## config.mk

```make
export PLATFORM = sky130hd
export DESIGN_NAME = spi_controller
export DESIGN_NICKNAME = d
export VERILOG_FILES = /design/src/rtl/spi_pkg.sv /design/src/rtl/spi_clk_div.sv /design/src/rtl/spi_controller.sv
export SDC_FILE = /design/constraint.sdc
export NUM_CORES = 1
export LEC_CHECK = 0
export BUFFER_PORTS_ARGS = -buffer_cell sky130_fd_sc_hd__buf_2
export CORE_MARGIN = 2
export CORE_UTILIZATION = 40
export DETAILED_ROUTE_END_ITERATION = 10
export PLACE_DENSITY = 0.63
export SYNTH_ARGS = -nofsm -noshare
export SYNTH_HDL_FRONTEND = slang
export SYNTH_SLANG_ARGS = --single-unit
```

## constraint.sdc

```tcl
create_clock -name clk -period 2.5 [get_ports clk]
set_input_delay 0.25 -clock clk [delete_from_list [all_inputs] [get_ports clk]]
set_output_delay 0.25 -clock clk [all_outputs]
set_load 0.005 [all_outputs]
```

## src/rtl/spi_pkg.sv

```systemverilog
// Shared frame geometry, FSM state encoding and peripheral register map for
// the SPI register-write initiator.
package spi_pkg;

  localparam int FRAME_W = 16;
  localparam int ADDR_W  = 7;
  localparam int DATA_W  = 8;
  localparam int CNT_W   = 8;

  // Register map of the on-chip SPI register peripheral.
  localparam logic [ADDR_W-1:0] ADDR_EN_OUT_7_0  = 7'h00;
  localparam logic [ADDR_W-1:0] ADDR_EN_OUT_15_8 = 7'h01;
  localparam logic [ADDR_W-1:0] ADDR_EN_PWM_7_0  = 7'h02;
  localparam logic [ADDR_W-1:0] ADDR_EN_PWM_15_8 = 7'h03;
  localparam logic [ADDR_W-1:0] ADDR_PWM_DUTY    = 7'h04;

  typedef enum logic [2:0] {
    IDLE,
    SETUP,
    HIGH,
    LOW,
    HOLD,
    GAP
  } state_t;

endpackage

```

## src/rtl/spi_clk_div.sv

```systemverilog
// Loadable half-period down-counter; phase_end flags the last cycle of a phase.
module spi_clk_div
  import spi_pkg::*;
(
  input  logic             clk,
  input  logic             rst_n,
  input  logic             load,
  input  logic [CNT_W-1:0] load_val,
  output logic             phase_end
);

  logic [CNT_W-1:0] cnt;

  always_ff @(posedge clk or negedge rst_n) begin
    if (!rst_n) begin
      cnt <= '0;
    end else if (load) begin
      cnt <= load_val;
    end else if (cnt != '0) begin
      cnt <= cnt - 1'b1;
    end
  end

  assign phase_end = (cnt == '0);

endmodule

```

## src/rtl/spi_controller.sv

```systemverilog
// SPI mode-0 initiator for 16-bit register-write frames (write, addr, data).
// Optional read-back of the last 8 CIPO bits: define SPI_CONTROLLER_READBACK_EN.
module spi_controller
  import spi_pkg::*;
#(
  parameter int CLK_DIV = 4,
  parameter int CS_IDLE = 8
) (
  input  logic        clk,
  input  logic        rst_n,
  input  logic        req_valid,
  output logic        req_ready,
  input  logic        req_write,
  input  logic [6:0]  req_addr,
  input  logic [7:0]  req_data,
  output logic        busy,
  output logic        done,
  output logic [7:0]  rsp_data,
  output logic        nCS,
  output logic        SCLK,
  output logic        COPI,
  input  logic        CIPO
);

  if (CLK_DIV < 4 || CLK_DIV > 255) begin : g_bad_clk_div
    $error("spi_controller: CLK_DIV must be in 4..255");
  end
  if (CS_IDLE < 4 || CS_IDLE > 255) begin : g_bad_cs_idle
    $error("spi_controller: CS_IDLE must be in 4..255");
  end

  localparam logic [CNT_W-1:0] DIV_LOAD = CNT_W'(CLK_DIV - 1);
  localparam logic [CNT_W-1:0] GAP_LOAD = CNT_W'(CS_IDLE - 1);

  state_t             state;
  logic [FRAME_W-1:0] shreg;
  logic [4:0]         bit_cnt;
  logic               phase_end;
  logic               cnt_load;
  logic [CNT_W-1:0]   cnt_load_val;

  // Every phase change reloads the divider; only GAP uses the CS_IDLE length.
  assign cnt_load     = (state == IDLE) ? req_valid : phase_end;
  assign cnt_load_val = (state == HOLD) ? GAP_LOAD : DIV_LOAD;

  spi_clk_div u_clk_div (
    .clk      (clk),
    .rst_n    (rst_n),
    .load     (cnt_load),
    .load_val (cnt_load_val),
    .phase_end(phase_end)
  );

  // The frame shifts out zeros behind it, so COPI is low in HOLD/GAP/IDLE
  // without extra gating and only moves at the end of a HIGH phase.
  assign COPI = shreg[FRAME_W-1];

  always_ff @(posedge clk or negedge rst_n) begin
    if (!rst_n) begin
      state     <= IDLE;
      shreg     <= '0;
      bit_cnt   <= '0;
      nCS       <= 1'b1;
      SCLK      <= 1'b0;
      done      <= 1'b0;
      busy      <= 1'b0;
      req_ready <= 1'b1;
    end else begin
      // NOTE: non-blocking assignments throughout, so every branch below sees
      // the pre-edge values of state, bit_cnt and shreg.
      done <= 1'b0;
      unique case (state)
        IDLE: begin
          if (req_valid) begin
            shreg     <= {req_write, req_addr, req_data};
            bit_cnt   <= '0;
            nCS       <= 1'b0;
            SCLK      <= 1'b0;
            busy      <= 1'b1;
            req_ready <= 1'b0;
            state     <= SETUP;
          end
        end
        SETUP, LOW: begin
          if (phase_end) begin
            SCLK  <= 1'b1;
            state <= HIGH;
          end
        end
        HIGH: begin
          if (phase_end) begin
            SCLK    <= 1'b0;
            shreg   <= {shreg[FRAME_W-2:0], 1'b0};
            bit_cnt <= bit_cnt + 5'd1;
            state   <= (bit_cnt == 5'(FRAME_W - 1)) ? HOLD : LOW;
          end
        end
        HOLD: begin
          if (phase_end) begin
            nCS   <= 1'b1;
            state <= GAP;
          end
        end
        GAP: begin
          if (phase_end) begin
            done      <= 1'b1;
            busy      <= 1'b0;
            req_ready <= 1'b1;
            state     <= IDLE;
          end
        end
        default: state <= IDLE;
      endcase
    end
  end

`ifdef SPI_CONTROLLER_READBACK_EN
  logic [1:0]        cipo_sync;
  logic [DATA_W-1:0] rx_shift;

  // The last DATA_W bits of the frame carry the peripheral's response byte.
  always_ff @(posedge clk or negedge rst_n) begin
    if (!rst_n) begin
      cipo_sync <= '0;
      rx_shift  <= '0;
      rsp_data  <= '0;
    end else begin
      cipo_sync <= {cipo_sync[0], CIPO};
      if (state == HIGH && phase_end && bit_cnt >= 5'(FRAME_W - DATA_W)) begin
        rx_shift <= {rx_shift[DATA_W-2:0], cipo_sync[1]};
      end
      if (state == GAP && phase_end) begin
        rsp_data <= rx_shift;
      end
    end
  end
`else
  logic unused_cipo;
  assign unused_cipo = CIPO;
  assign rsp_data    = '0;
`endif

endmodule

```

Word-level counts from Yosys, hierarchy flattened
Index checks and enable logic that the tools add are counted.
Storage, ports and cells
  output and inout bits: 14
  register bits: 37
Cells by class
  equal/unequal tests: 11
  mux-type cells: 27
  reductions and logical operators: 14
  $add $sub $neg: 2
Operators by type and width (number)
  $mux 16: 2
  $pmux 16 s2: 1
  $mux 3: 7
  $mux 8: 2
  $pmux 3 s5: 1
  $mux 5: 2
  $ne 2x2->1 const B: 5
  $pmux 5 s2: 1
  $reduce_and 3->1: 3
  $logic_not 8->1: 1
  $reduce_bool 2->1: 4
  $reduce_bool 8->1: 1
  $sub 8x1->8 const B: 1
  $mux 1: 7
  $eq 3x2->1 const B: 2
  $eq 3x3->1 const B: 2
  $pmux 1 s2: 3
  $add 5x1->5 const B: 1
  $eq 5x4->1 const B: 1
  $reduce_and 5->1: 1
  $reduce_and 4->1: 1
  $eq 3x1->1 const B: 1
  $logic_not 3->1: 1
  $pmux 1 s3: 1
  2 further kinds: 2

Logic depth before layout (Yosys ltp)
  word-level depth: 4
  gate-level depth with buffers: 6
  mapped depth without buffers: 6

Cells and area by module
From an unflattened synthesis, not the netlist that was laid out.
Second synthesis, totals
  cells, all modules: 196
  area total of the unflattened synthesis: 1944.4 um2
Modules (own cells, without submodules)
  spi_controller: cells an instance 142, times used 1, area each 1467.7 um2, seq. area each 728.2 um2
  spi_clk_div: cells an instance 54, times used 1, area each 476.7 um2, seq. area each 200.2 um2

Worst setup path after synthesis
No wires, ideal clock.
  path kind: register to register
  start: register u_clk_div.cnt[0]
  end: register u_clk_div.cnt[1]
  stages on the path, launching flop included: 7
  required time: 2382 ps
  setup time: 118 ps
  setup slack: 514 ps
  clock period less this slack: 1986 ps
  arrival: 1868 ps
  cells stage by stage: dfrtp_1 > inv_1 > ha_1 > or3b_1 > clkbuf_1 > or4_1 > a21o_1
On the way
  word-level cells in the longest chain between the ends: 3
  elaborated cells on any way between the ends: 7
  those cells by class: 1 x add/sub; 3 x mux; 3 x reduce/logical
Ends and longest elaborated chain
  start, declared: RTL line spi_clk_div.sv:12  | logic [CNT_W-1:0] cnt;
  start signal, assigned: RTL line spi_clk_div.sv:18  | cnt <= load_val;
  start signal, assigned: RTL line spi_clk_div.sv:20  | cnt <= cnt - 1'b1;
  $sub 8x1->8 or $logic_not 8->1 (tied branches): RTL line spi_clk_div.sv:20, spi_clk_div.sv:24
  $mux 8 or $mux 1 (tied branches): RTL line spi_clk_div.sv:19, spi_controller.sv:43
  $mux 8 or $reduce_bool 2->1 (tied branches)
Several ways; a longest one is shown, not always the timed one. The select of a mux whose other input is x is not followed.
A chain may end at the register's enable or synchronous reset.

Final worst setup path
  start: register u_clk_div.cnt[0]
  end: register shreg[0]
On the way
  word-level cells in the longest chain between the ends: 3
Ends and longest elaborated chain
  $logic_not 8->1: RTL line spi_clk_div.sv:24  | assign phase_end = (cnt == '0);
  $ne 2x2->1 (no line)
  $reduce_and 3->1 (no line)
  end signal, assigned: RTL line spi_controller.sv:75  | shreg <= {req_write, req_addr, req_data};
  end signal, assigned: RTL line spi_controller.sv:93  | shreg <= {shreg[FRAME_W-2:0], 1'b0};
  end, declared: RTL line spi_controller.sv:36  | logic [FRAME_W-1:0] shreg;
Every way passes these cells.

==> flow_summary_export.csv <==
group,metric,value,unit
worst_setup_path,critPathKind,"flip-flop to flip-flop",
timing,finClkSkew,0.00691,ns
logic_synthesis,yosysWarnings,0,
logic_synthesis,syn_avg_cell_area,9.47,um^2
timing,finalCriticalPeriod,2.09,ns
floorplan,die_h,77.8,um
floorplan,design.core.area,5170,um^2
grt,grt.met1_usage,24.9,%
logic_synthesis,synthTopCellsByArea,"dfrtp_1, a211oi_1, a22oi_1",
run,max_cap_viol_count,0,
clock_network,cts_buffer_depth,2,
cells_and_area,nets,275,
grt,grt_max_degree,38,
logic_synthesis,yosys.area_share.simple,20.7,%
worst_setup_path,cp.arrival,2.24,ns
floorplan,die_area,6050,um^2
logic_synthesis,ys.flop_type,"dfrtp_1",
grt,busiest_layer,"met2",
cells_and_area,final_cell_mix,"dfrtp_1, buf_2, nor2_1, nor2b_1",
clock_network,htreeDepth,2,
timing,fin_tns_setup,0,ns
cells_and_area,multi_input_area,1120,um^2
grt,grt_usage,17.5,%
route,ant_nets,0,
route,dr.pass1.iters,4,
timing,slew_viol_final,0,
worst_setup_path,path_max_fanout,11,
logic_synthesis,synth_top_family_by_area,"compound AO/OA/AOI/OAI gates",
floorplan,floorplan.rows,26,
timing,fmax,0.479,GHz
logic_synthesis,synth_mux_area_share,0,%
place,gp_congestion,0.779,
grt,grt-ovfl-total,0,
timing,setup_viol,0,
pwr,p_per_area,1140,nW/um^2
logic_synthesis,synth_edf_count,0,
status,outcome,"completed",
floorplan,initial_core_util,42.1,%
grt,grt_pass1_vias,1757,
route,wl_per_cell,15.1,um
route,drt_iter0_markers,153,
grt,use_met3,3.60,%
cells_and_area,diodes,0,
logic_synthesis,synth_seq_area_share,42.6,%
cells_and_area,syn2layout_area_growth,12.8,%
logic_synthesis,syn_inst,230,
cells_and_area,area.sequential,928,um^2
pwr,ir_drop,461,uV
grt,grt_antenna_before_repair,0,
place,dp_hpwl,3240,um
cells_and_area,fillers,498,
clock_network,post_cts_buffers,0,
logic_synthesis,ys_async_sr_fraction,100,%
clock_network,hold_buffers,0,
clock_network,ctsResizeCount,0,
grt,met2_usage,26.4,%
route,vias_per_cell,5.78,
clock_network,clkTransAtPathRegs,0.08,ns
logic_synthesis,yosysTopAreaCell,"dfrtp_1",
logic_synthesis,synth_top_area_share,40.2,%
floorplan,die_w,77.8,um
hold_path,hp-class,"primary input to asynchronous set/reset pin",
timing,worst_slew_pin_slew,0.836,ns
logic_synthesis,synth-seq-cells,37,
logic_synthesis,ys_types,52,
pwr,total_power,2790,uW
logic_synthesis,synth-adder-area-share,2.30,%
worst_setup_path,startpoint_type,"flip-flop",
timing,fin_crit_sh,83.5,%
timing,rsz0062_at_grt,"false",
grt,grt_first_pass_wirelength,8520,um
pwr,power_leakage,0.000990,uW
clock_network,cts_buffers,5,
cells_and_area,layout_commonest_cell,"dfrtp_1",
logic_synthesis,yosys.area_share.xor_xnor,0,%
clock_network,clk_latency,0.29,ns
timing,maxSlewHeadroom,44.3,%
logic_synthesis,synthesis.area,2180,um^2
worst_setup_path,cp.required,2.65,ns
route,routed_wl,4860,um
timing,hold_violations,0,
logic_synthesis,synth_compound_area_share,26.9,%
clock_network,root_buffer,"clkbuf_8",
worst_setup_path,endpoint_kind,"flip-flop",
clock_network,tritoncts,"done",
floorplan,num_io_pins,34,
route,vias,1861,
place,io_buffer_count,24,
route,drc,0,
clock_network,clock-sinks,37,
cells_and_area,drive_above_1_share,20.6,%
## report_power, final
part           internal [uW]  switching [uW]  leakage [uW]
logic                    509             662      0.000519
registers                853             213      0.000414
clock network            325             228     0.0000574
## worst paths after layout
kind	depth (start not counted)	slack, ns	from	endpoint
max	5	0.41	u_clk_div.cnt[0]	shreg[0]
min	1	0.05	rst_n	u_clk_div.cnt[2]
max reg2reg	5	0.41	u_clk_div.cnt[0]	shreg[0]
min reg2reg	2	0.50	nCS	nCS
max in group asynchronous	1	1.92	rst_n	shreg[5]
min in group clk	3	0.32	req_data[0]	shreg[0]
## Yosys cell counts (4+ instances only)
master	n
inv_1	6
dfrtp_1	35
or4_1	4
a22oi_1	15
buf_4	8
ha_1	4
nand2b_1	4
a211oi_1	15
nor2_1	21
nand2_1	5
nor2b_1	18
nand3_1	5
a31oi_1	5
o21ai_0	11
a21oi_1	6
clkbuf_1	12
## per-stage QoR
| step | setup WS [ns] | instances | cell area (um^2) | util [%] | hold slack [ns] |
|---|---|---|---|---|---|
| 6_report | 0.413 | 322 | 2460 | 47.5 | 0.0548 |
| 5_1_grt | 0.302 | 322 | 2460 | 47.5 | 0.128 |
| 4_1_cts | 0.402 | 322 | 2460 | 47.5 | 0.0910 |
| 3_5_place_dp | 0.413 | 314 | 2340 | 45.2 | 0.402 |
| 3_3_place_gp | 0.441 | 314 | 2340 | 45.2 | 0.414 |
| 2_1_floorplan | 0.514 | 237 | 2200 | - | -0.0456 |
## cell type report
cell class | instances | share of cell area [%]
timing repair buffer | 32 | 7.33
multi-input combinational | 169 | 45.5
tap | 70 | 3.56
clock inverter | 2 | 1.53
sequential | 37 | 37.8
inverter | 6 | 0.916
clock buffer | 6 | 3.36
## worst max-delay path, stage by stage (launching register included)
cell      delay, ns
dfrtp_1        0.40
inv_1          0.10
ha_1           0.22
or3b_1         0.54
nor2_1         0.47
o221ai_1       0.21
## state kept, by name, summed over array words and instances (netlist names)
signal and cells:
shreg 16, u_clk_div.cnt 8, bit_cnt 5, state 3, SCLK 1, busy 1
done 1, nCS 1, req_ready 1
## per-layer routing
layer | share of wire (%) | routed length [um]
met5 | 0 | 0
met2 | 47 | 2290
met4 | 1.2 | 59
met3 | 3.7 | 181
met1 | 48 | 2320
## cells by family (layout without fill, tap and decap cells)
family / Yosys count / count (layout)
adders and majority gates: 4 / 4
AOI/OAI and AO/OA: 80 / 80
DFF: 37 / 37
other: 1 / 8
buffers and inverters: 31 / 46
and+or+nand+nor: 77 / 77
No activity file was read; power rests on OpenSTA's default activity.
